===== config.mk =====
export PLATFORM = sky130hd
export DESIGN_NAME = rr_burst_arbiter
export DESIGN_NICKNAME = d
export VERILOG_FILES = /design/src/rtl/rr_arb_pkg.sv /design/src/rtl/rr_pick.sv /design/src/rtl/rr_burst_arbiter.sv
export SDC_FILE = /design/constraint.sdc
export NUM_CORES = 1
export LEC_CHECK = 0
export ABC_AREA = 1
export BUFFER_PORTS_ARGS = -buffer_cell sky130_fd_sc_hd__buf_4
export CAP_MARGIN = 20
export CORE_UTILIZATION = 41
export DETAILED_ROUTE_END_ITERATION = 16
export PLACE_DENSITY_LB_ADDON = 0.08
export SLEW_MARGIN = 10
export SYNTH_ARGS = -nofsm -noshare
export SYNTH_HDL_FRONTEND = slang
export SYNTH_SLANG_ARGS = --single-unit

===== constraint.sdc =====
create_clock -name clk -period 2.35 [get_ports clk]
set_input_delay 0.1175 -clock clk [delete_from_list [all_inputs] [get_ports clk]]
set_output_delay 0.1175 -clock clk [all_outputs]
set_load 0.005 [all_outputs]

===== src/rtl/rr_arb_pkg.sv =====
// Shared types and default sizing for the round-robin burst arbiter.
// The FSM encoding is fixed so the debug state output decodes the same everywhere.
package rr_arb_pkg;

    localparam int DEFAULT_NUM_CH = 4;
    localparam int DEFAULT_SIZE_W = 3;
    localparam int ID_W           = $clog2(DEFAULT_NUM_CH);

    typedef enum logic [1:0] {
        IDLE  = 2'd0,
        GRANT = 2'd1,
        XFER  = 2'd2
    } arbStateT;

endpackage


===== src/rtl/rr_pick.sv =====
// Combinational rotating-priority picker: first requester found scanning
// ptr, ptr+1, ... with wrap-around wins.
module rr_pick
    import rr_arb_pkg::*;
#(
    parameter int NUM_CH = DEFAULT_NUM_CH,
    parameter int PICK_W = $clog2(DEFAULT_NUM_CH)
) (
    input  logic [NUM_CH-1:0] req,
    input  logic [PICK_W-1:0] ptr,
    output logic [NUM_CH-1:0] grant,
    output logic [PICK_W-1:0] grantIdx,
    output logic              valid
);

    int                cand;
    logic [PICK_W-1:0] candIdx;

    always_comb begin
        grant    = '0;
        grantIdx = '0;
        valid    = 1'b0;
        cand     = 0;
        candIdx  = '0;
        for (int i = 0; i < NUM_CH; i++) begin
            // Modulo by subtraction keeps this valid for non-power-of-two channel counts.
            cand = int'(ptr) + i;
            if (cand >= NUM_CH) begin
                cand = cand - NUM_CH;
            end
            candIdx = PICK_W'(cand);
            if (!valid && req[candIdx]) begin
                valid          = 1'b1;
                grant[candIdx] = 1'b1;
                grantIdx       = candIdx;
            end
        end
    end

endmodule


===== src/rtl/rr_burst_arbiter.sv =====
// N-channel round-robin arbiter: grants one channel for a latched burst of
// done beats, then re-arbitrates with the finished channel at lowest priority.
module rr_burst_arbiter
    import rr_arb_pkg::*;
#(
    parameter int NUM_CH = DEFAULT_NUM_CH,
    parameter int SIZE_W = DEFAULT_SIZE_W
) (
    input  logic                       clk,
    input  logic                       reset,
    input  logic [NUM_CH-1:0]          req,
    input  logic [NUM_CH*SIZE_W-1:0]   size,
    input  logic                       done,
    output logic [NUM_CH-1:0]          resp,
    output logic                       start,
    output logic                       busy,
    output logic [$clog2(NUM_CH)-1:0]  grant_id,
    output logic [1:0]                 dbgState
);

    localparam int idW = $clog2(NUM_CH);

    // Handshake: req is a level sampled only in IDLE; once granted, resp stays
    // high until the done beats (one per cycle with done=1, XFER only) reach
    // the latched size. Dropping req or changing size mid-burst has no effect.

    arbStateT            state, stateNext;
    logic [idW-1:0]      ptr, ptrNext;
    logic [idW-1:0]      gIdx, gIdxNext;
    logic [NUM_CH-1:0]   gMask, gMaskNext;
    logic [SIZE_W-1:0]   cnt, cntNext;
    logic [SIZE_W-1:0]   effSize, effSizeNext;
    logic [NUM_CH-1:0]   respNext;
    logic                startNext, busyNext;

    logic [NUM_CH-1:0]   pickGrant;
    logic [idW-1:0]      pickIdx;
    logic                pickValid;
    logic [SIZE_W-1:0]   pickSize;

    rr_pick #(
        .NUM_CH (NUM_CH),
        .PICK_W (idW)
    ) u_pick (
        .req      (req),
        .ptr      (ptr),
        .grant    (pickGrant),
        .grantIdx (pickIdx),
        .valid    (pickValid)
    );

    always_comb begin
        pickSize = '0;
        for (int i = 0; i < NUM_CH; i++) begin
            if (pickIdx == idW'(i)) begin
                pickSize = size[i*SIZE_W +: SIZE_W];
            end
        end
    end

    always_comb begin
        stateNext   = state;
        ptrNext     = ptr;
        gIdxNext    = gIdx;
        gMaskNext   = gMask;
        cntNext     = cnt;
        effSizeNext = effSize;
        case (state)
            IDLE: begin
                if (pickValid) begin
                    stateNext   = GRANT;
                    gIdxNext    = pickIdx;
                    gMaskNext   = pickGrant;
                    // A zero-length request still moves one beat.
                    effSizeNext = (pickSize == '0) ? SIZE_W'(1) : pickSize;
                end
            end
            GRANT: begin
                stateNext = XFER;
                cntNext   = '0;
            end
            XFER: begin
                if (done) begin
                    cntNext = cnt + SIZE_W'(1);
                    if (cntNext == effSize) begin
                        stateNext = IDLE;
                        ptrNext   = (gIdx == idW'(NUM_CH - 1)) ? '0 : gIdx + idW'(1);
                    end
                end
            end
            default: begin
                stateNext = IDLE;
            end
        endcase

        // Outputs are registered copies of what the next state implies.
        busyNext  = (stateNext != IDLE);
        startNext = (stateNext == GRANT);
        respNext  = busyNext ? gMaskNext : '0;
    end

    always_ff @(posedge clk or negedge reset) begin
        if (!reset) begin
            state    <= IDLE;
            ptr      <= '0;
            gIdx     <= '0;
            gMask    <= '0;
            cnt      <= '0;
            effSize  <= '0;
            resp     <= '0;
            start    <= 1'b0;
            busy     <= 1'b0;
            grant_id <= '0;
        end else begin
            state    <= stateNext;
            ptr      <= ptrNext;
            gIdx     <= gIdxNext;
            gMask    <= gMaskNext;
            cnt      <= cntNext;
            effSize  <= effSizeNext;
            resp     <= respNext;
            start    <= startNext;
            busy     <= busyNext;
            grant_id <= gIdxNext;
        end
    end

    assign dbgState = state;

endmodule


=== Yosys cells after proc, flatten, opt, wreduce, memory -nomap -nowiden ===
Index checks and enable logic that the tools add are counted.

* Eq/ne operators: 9
* $add $sub $neg: 9
* Bitwise logic cells: 3
* Muxes and demuxes: 47
* $lt $le $gt $ge: 12
* Reductions and logical operators: 18

{| class="wikitable"
|+ Operators with widths
! cell !! number
|-
| two-way mux 4 bit || 7
|-
| two-way mux 2 bit || 12
|-
| two-way mux 3 bit || 6
|-
| less-than comparator 2 x 3 -> 1 bit (second input constant) || 4
|-
| two-way mux 1 bit || 12
|-
| bitwise OR 4 bit || 3
|-
| >= comparator 3 bit (second input constant) || 3
|-
| binary-select mux 1 bit (select 2 bit) || 4
|-
| demux 1 bit (select 2 bit) || 4
|-
| equality test 2 bit (second input constant) || 4
|-
| >= comparator 2 x 1 -> 1 bit (second input constant) || 4
|-
| subtractor 2 x 1 -> 2 bit (second input constant) || 4
|-
| logical AND 1 bit || 7
|-
| adder 2 x 2 -> 3 bit (second input constant) || 2
|-
| equality test 2 x 1 -> 1 bit (second input constant) || 3
|-
| one-hot mux 2 bit (3 select lines) || 1
|-
| one-hot mux 3 bit (2 select lines) || 1
|-
| zero test 2 bit || 2
|-
| AND reduction 2 bit || 2
|-
| nonzero test 2 bit || 2
|-
| adder 2 x 1 -> 3 bit (second input constant) || 1
|-
| adder 3 x 1 -> 3 bit (second input constant) || 1
|-
| equality test 3 bit || 1
|-
| >= comparator 2 x 3 -> 1 bit (second input constant) || 1
|-
| 5 further kinds || 7
|}

* Output and inout bits: 10
* Bits of input ports: 19
* Flip-flop bits (word level): 22
* Logic and storage cells: 107

=== Longest topological paths before layout ===
Gate-level depths: netlist of the first run.

* Depth after elaboration: 21
* Mapped depth: 17
* Depth with buffers taken out: 16

=== Hierarchy ===
From an unflattened synthesis of the first run, not the netlist that was laid out.

* Cell total of the unflattened synthesis: 198
* Area total of the unflattened synthesis: 1491.4 sq um

{| class="wikitable"
|+ Modules (own cells, without submodules)
! module !! area an instance (sq um) !! cells each !! sequential area each (sq um) !! instances
|-
| rr_burst_arbiter || 1051.0 || 124 || 550.5 || 1
|-
| rr_pick || 440.4 || 74 || 0.0 || 1
|}

=== Least setup slack after synthesis of the first run ===
OpenSTA, ideal clock, no wires.

* Kind: register -> register
* From: register ptr[1]
* To: register resp[0]
* Slack: 0.239 ns
* Clock period less this slack: 2.111 ns
* Arrival time: 1.992 ns
* Stages on the path, launching flop included: 12
* Buffers on the path: 0
* Setup time: 0.119 ns
* Data required time: 2.231 ns
* Cell sequence: dfrtp_1 inv_1 ha_1 inv_1 nand3_2 nand2_4 nand3_4 or2_4 nand2_8 inv_6 o21a_4 and2_1

* Word-level cells in the longest chain between the ends: 18
* Elaborated cells between the ends (all ways): 66
* Those cells by class: 7 x add/sub; 12 x order compare; 33 x mux; 3 x bitwise; 11 x reduce/logical

{| class="wikitable"
|+ RTL lines
! element !! RTL line !! text
|-
| from (decl) || rr_burst_arbiter.sv:28 || <nowiki>logic [idW-1:0] ptr, ptrNext;</nowiki>
|-
| from (signal assigned) || rr_burst_arbiter.sv:116 || <nowiki>ptr <= ptrNext;</nowiki>
|-
| branches (longest 13 deep; another with adder 2 x 1 -> 3 bit) || n/a ||
|-
| two-way mux 1 bit * || rr_pick.sv:32 || <nowiki>if (!valid && req[candIdx]) begin</nowiki>
|-
| two-way mux 2 bit * || rr_burst_arbiter.sv:70 || <nowiki>if (pickValid) begin</nowiki>
|-
| one-hot mux 2 bit (3 select lines) * || rr_burst_arbiter.sv:68 || <nowiki>case (state)</nowiki>
|-
| via stateNext[0] || rr_burst_arbiter.sv:27 || <nowiki>arbStateT state, stateNext;</nowiki>
|-
| nonzero test 2 bit * || rr_burst_arbiter.sv:97 || <nowiki>busyNext = (stateNext != IDLE);</nowiki>
|-
| two-way mux 4 bit * || rr_burst_arbiter.sv:99 || <nowiki>respNext = busyNext ? gMaskNext : '0;</nowiki>
|-
| via respNext[0] || rr_burst_arbiter.sv:33 || <nowiki>logic [NUM_CH-1:0] respNext;</nowiki>
|-
| to (signal assigned) || rr_burst_arbiter.sv:121 || <nowiki>resp <= respNext;</nowiki>
|-
| to (decl) || rr_burst_arbiter.sv:14 || <nowiki>output logic [NUM_CH-1:0] resp,</nowiki>
|}

Mark *: on every way through the listed nets, which the timed path passes. The select of a mux whose other input is x is not followed.
A chain may end at the register's enable or synchronous reset.

=== Worst setup path in the final report of the first run ===
* From: register ptr[0]
* To: register resp[0]

* Word-level cells in the longest chain between the ends: 18
* Elaborated cells between the ends (all ways): 66
* Those cells by class: 7 x add/sub; 12 x order compare; 33 x mux; 3 x bitwise; 11 x reduce/logical

{| class="wikitable"
|+ RTL lines
! element !! RTL line !! text
|-
| branches (longest 13 deep; another with adder 2 x 1 -> 3 bit) || n/a ||
|-
| two-way mux 1 bit * || rr_pick.sv:32 ||
|-
| two-way mux 2 bit * || rr_burst_arbiter.sv:70 ||
|-
| one-hot mux 2 bit (3 select lines) * || rr_burst_arbiter.sv:68 ||
|-
| via stateNext[0] || rr_burst_arbiter.sv:27 ||
|-
| nonzero test 2 bit * || rr_burst_arbiter.sv:97 ||
|-
| via busyNext || rr_burst_arbiter.sv:34 || <nowiki>logic startNext, busyNext;</nowiki>
|-
| two-way mux 4 bit * || rr_burst_arbiter.sv:99 ||
|-
| via respNext[0] || rr_burst_arbiter.sv:33 ||
|}

Marks and branches as above.

==> metrics.yaml, run 1 <==
run_status: "finished, final reports clean"
cap_violations: 0
num_vias: 1365
crit_required_ps: 2510
fin_setup_tns_ps: 0
yosys.area.top_type_share_pct: 35.20
cts_root_buf: "clkbuf_8"
power_density_mw_per_mm2: 1616
core-area_mm2: 0.003661
num_rows: 22
yosysWarnings: 0
irDropWorstVdd_uv: 662.5
gr-total-overflow: 0
start_util_pct: 42.72
synth-seq-area-share_pct: 35.20
rsz0062_at_grt: "no"
leakagePower_uw: 0.0009912
area_growth_pct: 22.80
end_kind: "register"
layout-drive-gt1-share_pct: 28.44
drt-total-wl_mm: 3.142
reg2regPathDepth: 12
skew_ps: 2.748
fp.dieH_um: 63.76
drc: 0
relSlewSlack_pct: 70.27
dp.final_hpwl_mm: 2.522
drt_iter0_markers: 44
wl_per_cell_um: 11.51
power_uw: 3103
timing.rr.end: "resp[0]$_DFF_PN0_"
netlist_instances: 192
cts_max_level: 1
routabilityCongestion: 0.8989
clk_pin_slew_ps: 80
grt_pass1_wl_mm: 5.678
yosysUniqueCellTypes: 31
post-route-period-util_pct: 92.58
fmax_mhz: 459.6
hold_start: "done"
layout_common_cells: "49 x nand2_1, 30 x buf_4, 21 x dfrtp_1"
synthTopCellsByArea: "dfrtp_1 35%, nand2_1 12%, ha_1 7.2%"
holdCritPathClass: "input pin to register"
fp.dieW_um: 63.76
diodes: 0
ioPinCount: 29
grt_use_total_pct: 17.63
via_per_inst: 5.000
slew_viol_final: 0
clk_latency_ps: 260
hold_viol: 0
timing.rr.start: "ptr[0]$_DFFE_PN0P_"
crit_arrival_ps: 2330
fin_area_mm2: 0.001921
clockBufferDepth: 2
path_max_fanout: 15
cts_tree: "done"
min_to: "cnt[1]$_DFFE_PN0P_"
synth_top_area_cell: "dfrtp_1"
drt_pass1_iterations: 4
synth.ff_latch_count: 22
synth_area_mm2: 0.001564
nets: 254
layout_commonest_cell: "nand2_1"
fin_crit_ps: 2176
synth_nets: 220
numPortBuffers: 28
r2r_slack_ps: 170
ant_nets: 0
grt_max_degree: 23
cts_buffers: 3
setup_viol: 0
antenna_found_initial: 0
tightest_slew_ps: 442.5
holdWs_ps: 110.4
grt_pass1_vias: 1335
criticalPathCategory: "register to register"
die_area_mm2: 0.004065
place_area_mm2: 0.001833
hold_depth: 3
critPathLaunchType: "register"
clock_sinks: 22
postSynthAreaPerCell_um2: 8.146
## Yosys cell counts
library cell and count:
buf_2 1, nand3_4 1, nand3_1 14, buf_6 1
nand4_2 2, nand2_2 3, or2_4 1, nor2_4 3
a22oi_1 4, inv_2 3, nand2_4 5, nand3_2 3
nor2_1 11, nand2_8 1, o211ai_1 1, xor2_1 3
inv_6 3, xnor2_1 1, o21a_4 2, nor3_1 2
nor2_2 2, a21oi_1 7, and2_1 2, a211oi_1 2
dfrtp_1 22, inv_1 20, nand4_1 6, o21ai_0 7
or2_1 1, nand2_1 49, ha_1 9
## repair_timing
item,4_1_cts,5_1_grt
buffers inserted,0,0
hold buffers,1,0
gates resized for setup,0,2
endpoints found under the hold margin,22,0
endpoints found under the setup margin,0,5
## registers in the layout (all words and copies together), names as in the netlist
name	flops
resp	4
effSize	3
start	1
busy	1
dbgState	2
ptr	2
gIdx	2
gMask	4
cnt	3
## where the power goes
part | leakage [uW] | switching (uW) | internal (uW) | total [uW]
Combinational | 0.000688 | 1250 | 811 | 2060
Sequential | 0.000267 | 116 | 572 | 688
Clock | 0.0000357 | 123 | 228 | 351
## critical path, stage by stage (launching register included)
cell and delay [ps]:
dfrtp_1 420, inv_6 80, ha_1 350, inv_1 110, nand3_2 90, nand2_4 140, nand3_4 90, or2_4 260
nand2_8 120, inv_6 70, nor2_4 130, inv_2 50, and2_1 140
## logic make-up (layout without fill, tap and decap cells)
| kind of cell | Yosys count | after routing | synth area share, % |
|---|---|---|---|
| AND/OR/NAND/NOR | 106 | 106 | 37.36 |
| flip-flops | 22 | 22 | 35.20 |
| buffers and inverters | 28 | 61 | 8.240 |
| XOR/XNOR | 4 | 4 | 2.240 |
| adder cells (fa/ha/maj) | 9 | 9 | 7.200 |
| AO/OA/AOI/OAI | 23 | 23 | 9.760 |
## stage by stage
step           cells  utilization (%)  setup slack, ps
4_1_cts          273            52.29            161.0
3_5_place_dp     268            50.07            172.6
3_3_place_gp     268            50.07            212.9
5_1_grt          273            52.46            5.104
2_1_floorplan    192                -            238.6
6_report         273            52.46            174.4
## cell type report
class	instances	area [um2]
Fill cell	348	1740
Timing Repair Buffer	31	235.2
Tap cell	48	60.06
Clock buffer	3	41.29
Multi-Input combinational cell	142	889.6
Inverter	26	112.6
Sequential cell	22	551.8
Clock inverter	1	30.03
## metal layers
layer  wire length (um)  track usage [%]
met2               1470            30.59
met3                135            2.321
met4                 71            6.818
met5                  0                0
met1               1465            22.02
## how the worst max path moves through the flow
stage                       startpoint                     end  slack [ps]  cells after the start
finish              ptr[0]$_DFFE_PN0P_       resp[0]$_DFF_PN0_         170                     12
floorplan           ptr[1]$_DFFE_PN0P_       resp[0]$_DFF_PN0_         240                     11
detailed placement  ptr[1]$_DFFE_PN0P_       resp[0]$_DFF_PN0_         170                     12
global route        ptr[0]$_DFFE_PN0P_  effSize[0]$_DFFE_PN0P_           5                     15
CTS                 ptr[1]$_DFFE_PN0P_       resp[0]$_DFF_PN0_         160                     12
global placement    ptr[1]$_DFFE_PN0P_       resp[0]$_DFF_PN0_         210                     12
Power figures use the tool's default switching activity.
==> run 2, diff against run 1 <==
--- a/config.mk
+++ b/config.mk
@@ -10,7 +10,7 @@
 export CAP_MARGIN = 20
 export CORE_UTILIZATION = 41
 export DETAILED_ROUTE_END_ITERATION = 16
-export PLACE_DENSITY_LB_ADDON = 0.08
+export PLACE_DENSITY = 0.69
 export SLEW_MARGIN = 10
 export SYNTH_ARGS = -nofsm -noshare
 export SYNTH_HDL_FRONTEND = slang
==> run 2 against run 1 <==
Clock skew hardly changed; critical endpoint unchanged; count of clock-buffer cells in the layout stayed put; setup slack better by 22 ps.
==> metrics.yaml, run 2 (synthesis results as in run 1) <==
crit_required_ps: 2500  # about the same
finalNonFillerCells: 273  # unchanged
setup_viol: 0  # unchanged
rsz0062_at_grt: "no"
clk_latency_ps: 250  # about the same
layout_common_cells: "49 x nand2_1, 31 x buf_4, 22 x dfrtp_1"
timing.rr.start: "ptr[0]$_DFFE_PN0P_"
routabilityCongestion: 0.8719  # -3.0%
dpl.cell_count: 269  # +0.37%
cts_tree: "done"
fill_cells: 364  # +4.6%
cts_buffers: 3  # unchanged
wl_per_cell_um: 10.77  # -6.4%
skew_ps: 2.346  # -0.4022 ps
drc: 0  # unchanged
num_vias: 1266  # -7.3%
critical-path-slowest-cell: "dfrtp_1"
reg2regPathDepth: 12  # unchanged
crit_top_cell: "inv_6"
tightest_slew_ps: 440.9  # -1.635 ps
clk_pin_slew_ps: 70  # about the same
fp.dieW_um: 63.76  # unchanged
fin_setup_tns_ps: 0  # unchanged
relSlewSlack_pct: 70.38  # +0.11 points
fmax_mhz: 464.4  # +1.0%
gr-total-overflow: 0  # unchanged
max_stage_delay_ps: 420  # about the same
post-route-period-util_pct: 91.63  # -0.95 points
crit_end: "resp[0]$_DFF_PN0_"
power_uw: 2956  # -4.7%
clock_sinks: 22  # unchanged
antenna_found_initial: 0  # unchanged
grt_pass1_vias: 1205  # -9.7%
run_status: "finished, final reports clean"
fin_crit_ps: 2153  # -22.36 ps
crit_start: "ptr[0]$_DFFE_PN0P_"
die_area_mm2: 0.004065  # unchanged
hold_viol: 0  # unchanged
multi_input_area_um2: 889.6  # unchanged
ioPinCount: 29  # unchanged
finalWorstSetupSlack_ps: 196.8  # +22.36 ps
nets: 255  # +0.39%
cts_root_buf: "clkbuf_8"
diodes: 0  # unchanged
ant_nets: 0  # unchanged
via_per_inst: 4.637  # -7.3%
regArea_um2: 550.5  # -0.23%
place_area_mm2: 0.001841  # +0.41%
reg_top3: "gMask x4, resp x4"
grt_max_degree: 23  # unchanged
pre_cts_slack_ps: 218.1  # +45.51 ps
clockBufferDepth: 2  # unchanged
fin_area_mm2: 0.001897  # -1.2%
timing.rr.end: "resp[0]$_DFF_PN0_"
area_growth_pct: 21.28
drt_iter0_markers: 46  # +4.5%
layout_commonest_cell: "nand2_1"
fp.dieH_um: 63.76  # unchanged
dp.final_hpwl_mm: 2.370  # -6.0%
leakagePower_uw: 0.0009828  # -0.85%
cts_max_level: 1  # unchanged
r2r_slack_ps: 200  # +20 ps
layout-drive-gt1-share_pct: 28.00  # -0.44 points
drt_pass1_iterations: 4  # unchanged
irDropWorstVdd_uv: 1031  # +56%
numPortBuffers: 28  # unchanged
core-area_mm2: 0.003661  # unchanged
grt_pass1_wl_mm: 5.223  # -8.0%
grt_use_total_pct: 16.08  # -1.6 points
num_rows: 22  # unchanged
start_util_pct: 42.72  # unchanged
criticalPathCategory: "register to register"
power_density_mw_per_mm2: 1559  # -3.5%
path_max_fanout: 15  # unchanged
crit_arrival_ps: 2300  # -30 ps
critPathLaunchType: "register"
drt-total-wl_mm: 2.940  # -6.4%
slew_viol_final: 0  # unchanged
path_cells: "inv_6, ha_1, inv_1, nand3_2, nand2_4, nand3_4, or2_4, nand2_8, inv_6, nor2_4, inv_2, and2_1"
cap_violations: 0  # unchanged
holdCritPathClass: "input pin to register"
end_kind: "register"
-- run 2: cell count changes in the layout (fill, tap and decap cells not counted) --
cell       delta
dfrtp_2       -1
dfrtp_1       +1
bufinv_16     -1
buf_4         +1
-- run 2: where the power goes --
| group | internal, uW | switching (uW) | leakage [uW] |
|---|---|---|---|
| registers | 570 | 102 | 0.000268 |
| logic | 820 | 1240 | 0.000693 |
| clock network | 114 | 107 | 0.0000216 |
-- run 2: routing by layer --
metal / vias to the layer above / GRT usage, % / share of wire [%]
met3: 2 / 1.429 / 2.6
met4: 0 / 5.966 / 0.99
met1: 549 / 22.46 / 51
met5: - / 0 / 0
li1: 692 / - / -
met2: 23 / 25.66 / 45
-- run 2: per-stage QoR --
stage	util, %	hold WS, ps
final	51.81	125.5
after CTS	51.67	120.1
after global routing	51.81	139.3
after global placement	50.27	20.94
after floorplan	-	-178.1
after detailed placement	50.27	24.10
-- run 2: layout make-up --
cell class                 instances  share of cell area, %
clock buffer                       3                  2.177
tap                               48                  3.166
multi-input combinational        142                  46.90
timing repair buffer              32                  12.80
sequential                        22                  29.02
inverter                          26                  5.937
-- run 2: worst min path at each step --
stage          depth (start not counted)                  to  start
6_report                               3  cnt[2]$_DFFE_PN0P_   done
5_1_grt                                3  cnt[2]$_DFFE_PN0P_   done
4_1_cts                                3  cnt[2]$_DFFE_PN0P_   done
3_5_place_dp                           1      busy$_DFF_PN0_  reset
3_3_place_gp                           1   resp[3]$_DFF_PN0_  reset
2_1_floorplan                          0      busy$_DFF_PN0_  reset
-- run 2: what timing repair did --
| action | 4_1_cts | 5_1_grt |
|---|---|---|
| hold endpoints to repair | 22 | 0 |
| resized for setup | 0 | 1 |
| setup buffers | 0 | 0 |
| endpoints found under the setup margin | 0 | 1 |
| hold buffers | 1 | 0 |
-- run 2: worst max-delay path: cells and delay by family, from the launching register on --
kind | cells | cell delay, ps
adder cells (fa/ha/maj) | 1 | 350
buffers and inverters | 4 | 290
flip-flops | 1 | 420
AND/OR/NAND/NOR | 7 | 980
==> run 3, diff against run 2 <==
--- a/config.mk
+++ b/config.mk
@@ -5,7 +5,6 @@
 export SDC_FILE = /design/constraint.sdc
 export NUM_CORES = 1
 export LEC_CHECK = 0
-export ABC_AREA = 1
 export BUFFER_PORTS_ARGS = -buffer_cell sky130_fd_sc_hd__buf_4
 export CAP_MARGIN = 20
 export CORE_UTILIZATION = 41
==> run 3 against run 2 <==
The run now ends with setup timing left; sequential cell count did not move; cell area rose by 18%; global-route usage rose by 4.4 points; core utilization is 9.2 points higher; die area decreased by 0.14%; first-iteration DRC count grew 100%; via count is 12% higher; routed wire length is 31% higher; synthesized cell count fell by 17%.
==> metrics.yaml, run 3 <==
run_status: "complete, but fails checks"
failed_checks: "setup timing"
yosys.area.top_type_share_pct: 35.26  # +0.056 points
synth_flop_cell: "dfrtp_1"
tightest_slew_ps: 415.2  # -25.63 ps
ioPinCount: 29  # unchanged
num_vias: 1420  # +12%
holdWs_ps: 251.2  # +125.7 ps
fill_cells: 319  # -12%
criticalPathCategory: "register to register"
hold_viol: 0  # unchanged
start_util_pct: 42.65  # -0.068 points
cap_violations: 0  # unchanged
dp.final_hpwl_mm: 3.018  # +27%
fin_crit_ps: 2511  # +357.4 ps
clk_latency_ps: 260  # about the same
postSynthAreaPerCell_um2: 9.821  # +21%
grt_pass1_wl_mm: 6.486  # +24%
ant_nets: 0  # unchanged
timing.rr.start: "ptr[0]$_DFFE_PN0P_"
relSlewSlack_pct: 72.13  # +1.7 points
cts_root_buf: "clkbuf_8"
drt_pass1_iterations: 4  # unchanged
timing.rr.end: "effSize[0]$_DFFE_PN0P_"
core-area_mm2: 0.003661  # unchanged
irDropWorstVdd_uv: 782.1  # -24%
nets: 245  # -3.9%
routabilityCongestion: 0.8749  # +0.34%
numPortBuffers: 28  # unchanged
synth_nets: 187  # -15%
die_area_mm2: 0.004060  # -0.14%
fp.dieW_um: 63.72  # about the same
power_density_mw_per_mm2: 1594  # +2.3%
crit_end: "effSize[0]$_DFFE_PN0P_"
reg_top3: "gMask x4, resp x4"
grt_use_total_pct: 20.48  # +4.4 points
cts_buffers: 3  # unchanged
ys_async_sr_fraction_pct: 100.0  # unchanged
holdCritPathClass: "input pin to register"
synth_top_area_cell: "dfrtp_1"
use_met2_pct: 36.04  # +10 points
synth-seq-area-share_pct: 35.26  # +0.056 points
pre_cts_slack_ps: -165.6  # -383.7 ps
grt_max_degree: 23  # unchanged
grt_pass1_vias: 1395  # +16%
synth_area_mm2: 0.001561  # -0.16%
fin_area_mm2: 0.002232  # +18%
drt_iter0_markers: 92  # +100%
cts_tree: "done"
r2r_slack_ps: -160  # -360 ps
drc: 0  # unchanged
layout_common_cells: "55 x buf_4, 22 x dfrtp_1, 10 x nand2_1"
layout_commonest_cell: "buf_4"
via_per_inst: 5.379  # +16%
fin_setup_tns_ps: -804.3  # -804.3 ps
rsz0062_at_grt: "yes"
grt_use_met1_pct: 25.57  # +3.1 points
place_area_mm2: 0.002042  # +11%
diodes: 0  # unchanged
slew_viol_final: 0  # unchanged
num_rows: 22  # unchanged
clock_sinks: 22  # unchanged
fp.dieH_um: 63.72  # about the same
netlist_instances: 159  # -17%
post-route-period-util_pct: 106.8  # +15 points
grt.busiest_layer: "met2"
yosysUniqueCellTypes: 42  # +35%
antenna_found_initial: 0  # unchanged
fmax_mhz: 398.3  # -14%
crit_required_ps: 2520  # +20 ps
grt.met3_usage_pct: 1.449  # +0.021 points
wl_per_cell_um: 14.62  # +36%
synthTopCellsByCount: "22 x dfrtp_1, 14 x o21ai_0, 13 x nand2_1"
cts_max_level: 1  # unchanged
gr-total-overflow: 0  # unchanged
clk_pin_slew_ps: 80  # about the same
critPathLaunchType: "register"
reg2regPathDepth: 9  # -3
fin_util_pct: 60.97  # +9.2 points
setup_viol: 10  # +10
skew_ps: 4.630  # +2.285 ps
finalWorstSetupSlack_ps: -160.6  # -357.4 ps
layout-drive-gt1-share_pct: 43.98  # +16 points
yosysMostFrequentCell: "dfrtp_1"
end_kind: "register"
leakagePower_uw: 0.001039  # +5.7%
yosysWarnings: 0  # unchanged
synth.ff_latch_count: 22  # unchanged
area_growth_pct: 42.95
drt-total-wl_mm: 3.860  # +31%
clockBufferDepth: 2  # unchanged
synth_edf_count: 0  # unchanged
crit_arrival_ps: 2680  # +380 ps
path_max_fanout: 6  # -9
crit_start: "ptr[0]$_DFFE_PN0P_"
synthTopCellsByArea: "dfrtp_1 35%, ha_1 7.2%, mux2i_1 4.5%"
-- run 3: cell types whose count changed in the layout (fill, tap and decap cells not counted), sizes merged, moves of 5 or more --
| cell | change |
|---|---|
| nand4 | -7 |
| nor2 | -6 |
| nand3 | -14 |
| nand2 | -45 |
| inv | -15 |
| mux2 | +5 |
| mux2i | +7 |
| o21ai | +8 |
| buf | +27 |
-- run 3: worst min-delay path by stage --
stage	startpoint	endpoint	slack, ps	cells past startpoint
after global placement	reset	busy$_DFF_PN0_	20	1
after floorplan	reset	busy$_DFF_PN0_	-180	0
after detailed placement	reset	busy$_DFF_PN0_	20	1
after CTS	size[1]	effSize[1]$_DFFE_PN0P_	260	3
final	size[1]	effSize[1]$_DFFE_PN0P_	250	3
after global routing	size[1]	effSize[1]$_DFFE_PN0P_	250	3
-- run 3: timing repair --
action / CTS / global route
setup buffers: 5 / 0
pin swaps: 1 / 2
endpoints found under the hold margin: 22 / 0
endpoints found under the setup margin: 8 / 15
gates cloned: 1 / 0
hold buffers: 1 / 0
gates resized for setup: 12 / 8
-- run 3: critical path, stage by stage, from the launching register on --
cell,delay [ps]
dfrtp_1,410
clkinvlp_4,130
ha_4,290
mux4_2,360
or2_4,270
o32a_4,340
a21o_1,190
a211oi_4,180
o22ai_1,100
a31oi_1,150
-- run 3: cell families after synthesis --
kind of cell / Yosys count / synth area share (%)
muxes: 16 / 14.10
adders and majority gates: 9 / 7.212
DFF: 22 / 35.26
buffers and inverters: 18 / 4.887
xor gates and xnor gates: 4 / 2.244
AOI/OAI and AO/OA: 50 / 23.64
and+or+nand+nor: 40 / 12.66
-- run 3: area by class of cell --
class | count | area, um2 | area share, %
Multi-Input combinational cell | 119 | 1020 | 45.68
Sequential cell | 22 | 550.5 | 24.66
Clock buffer | 3 | 41.29 | 1.850
Inverter | 12 | 53.80 | 2.410
Clock inverter | 1 | 30.03 | 1.345
Timing Repair Buffer | 59 | 476.7 | 21.36
Tap cell | 48 | 60.06 | 2.691
-- run 3: layer usage --
metal,vias up,part of all wire [%]
met2,32,53
li1,704,-
met5,-,0
met4,0,1.6
met1,680,43
met3,4,2.5
-- run 3: through the flow --
stage | power [uW] | std cells
global placement | 2846 | 254
floorplan | 2152 | 159
finish | 3558 | 264
detailed placement | 2926 | 254
CTS | 3523 | 265
global route | 3823 | 264
-- run 3: power by group --
part,switching (uW),internal [uW],leakage (uW)
Combinational,1230,1330,0.000724
Sequential,122,535,0.000278
Clock,118,227,0.0000357
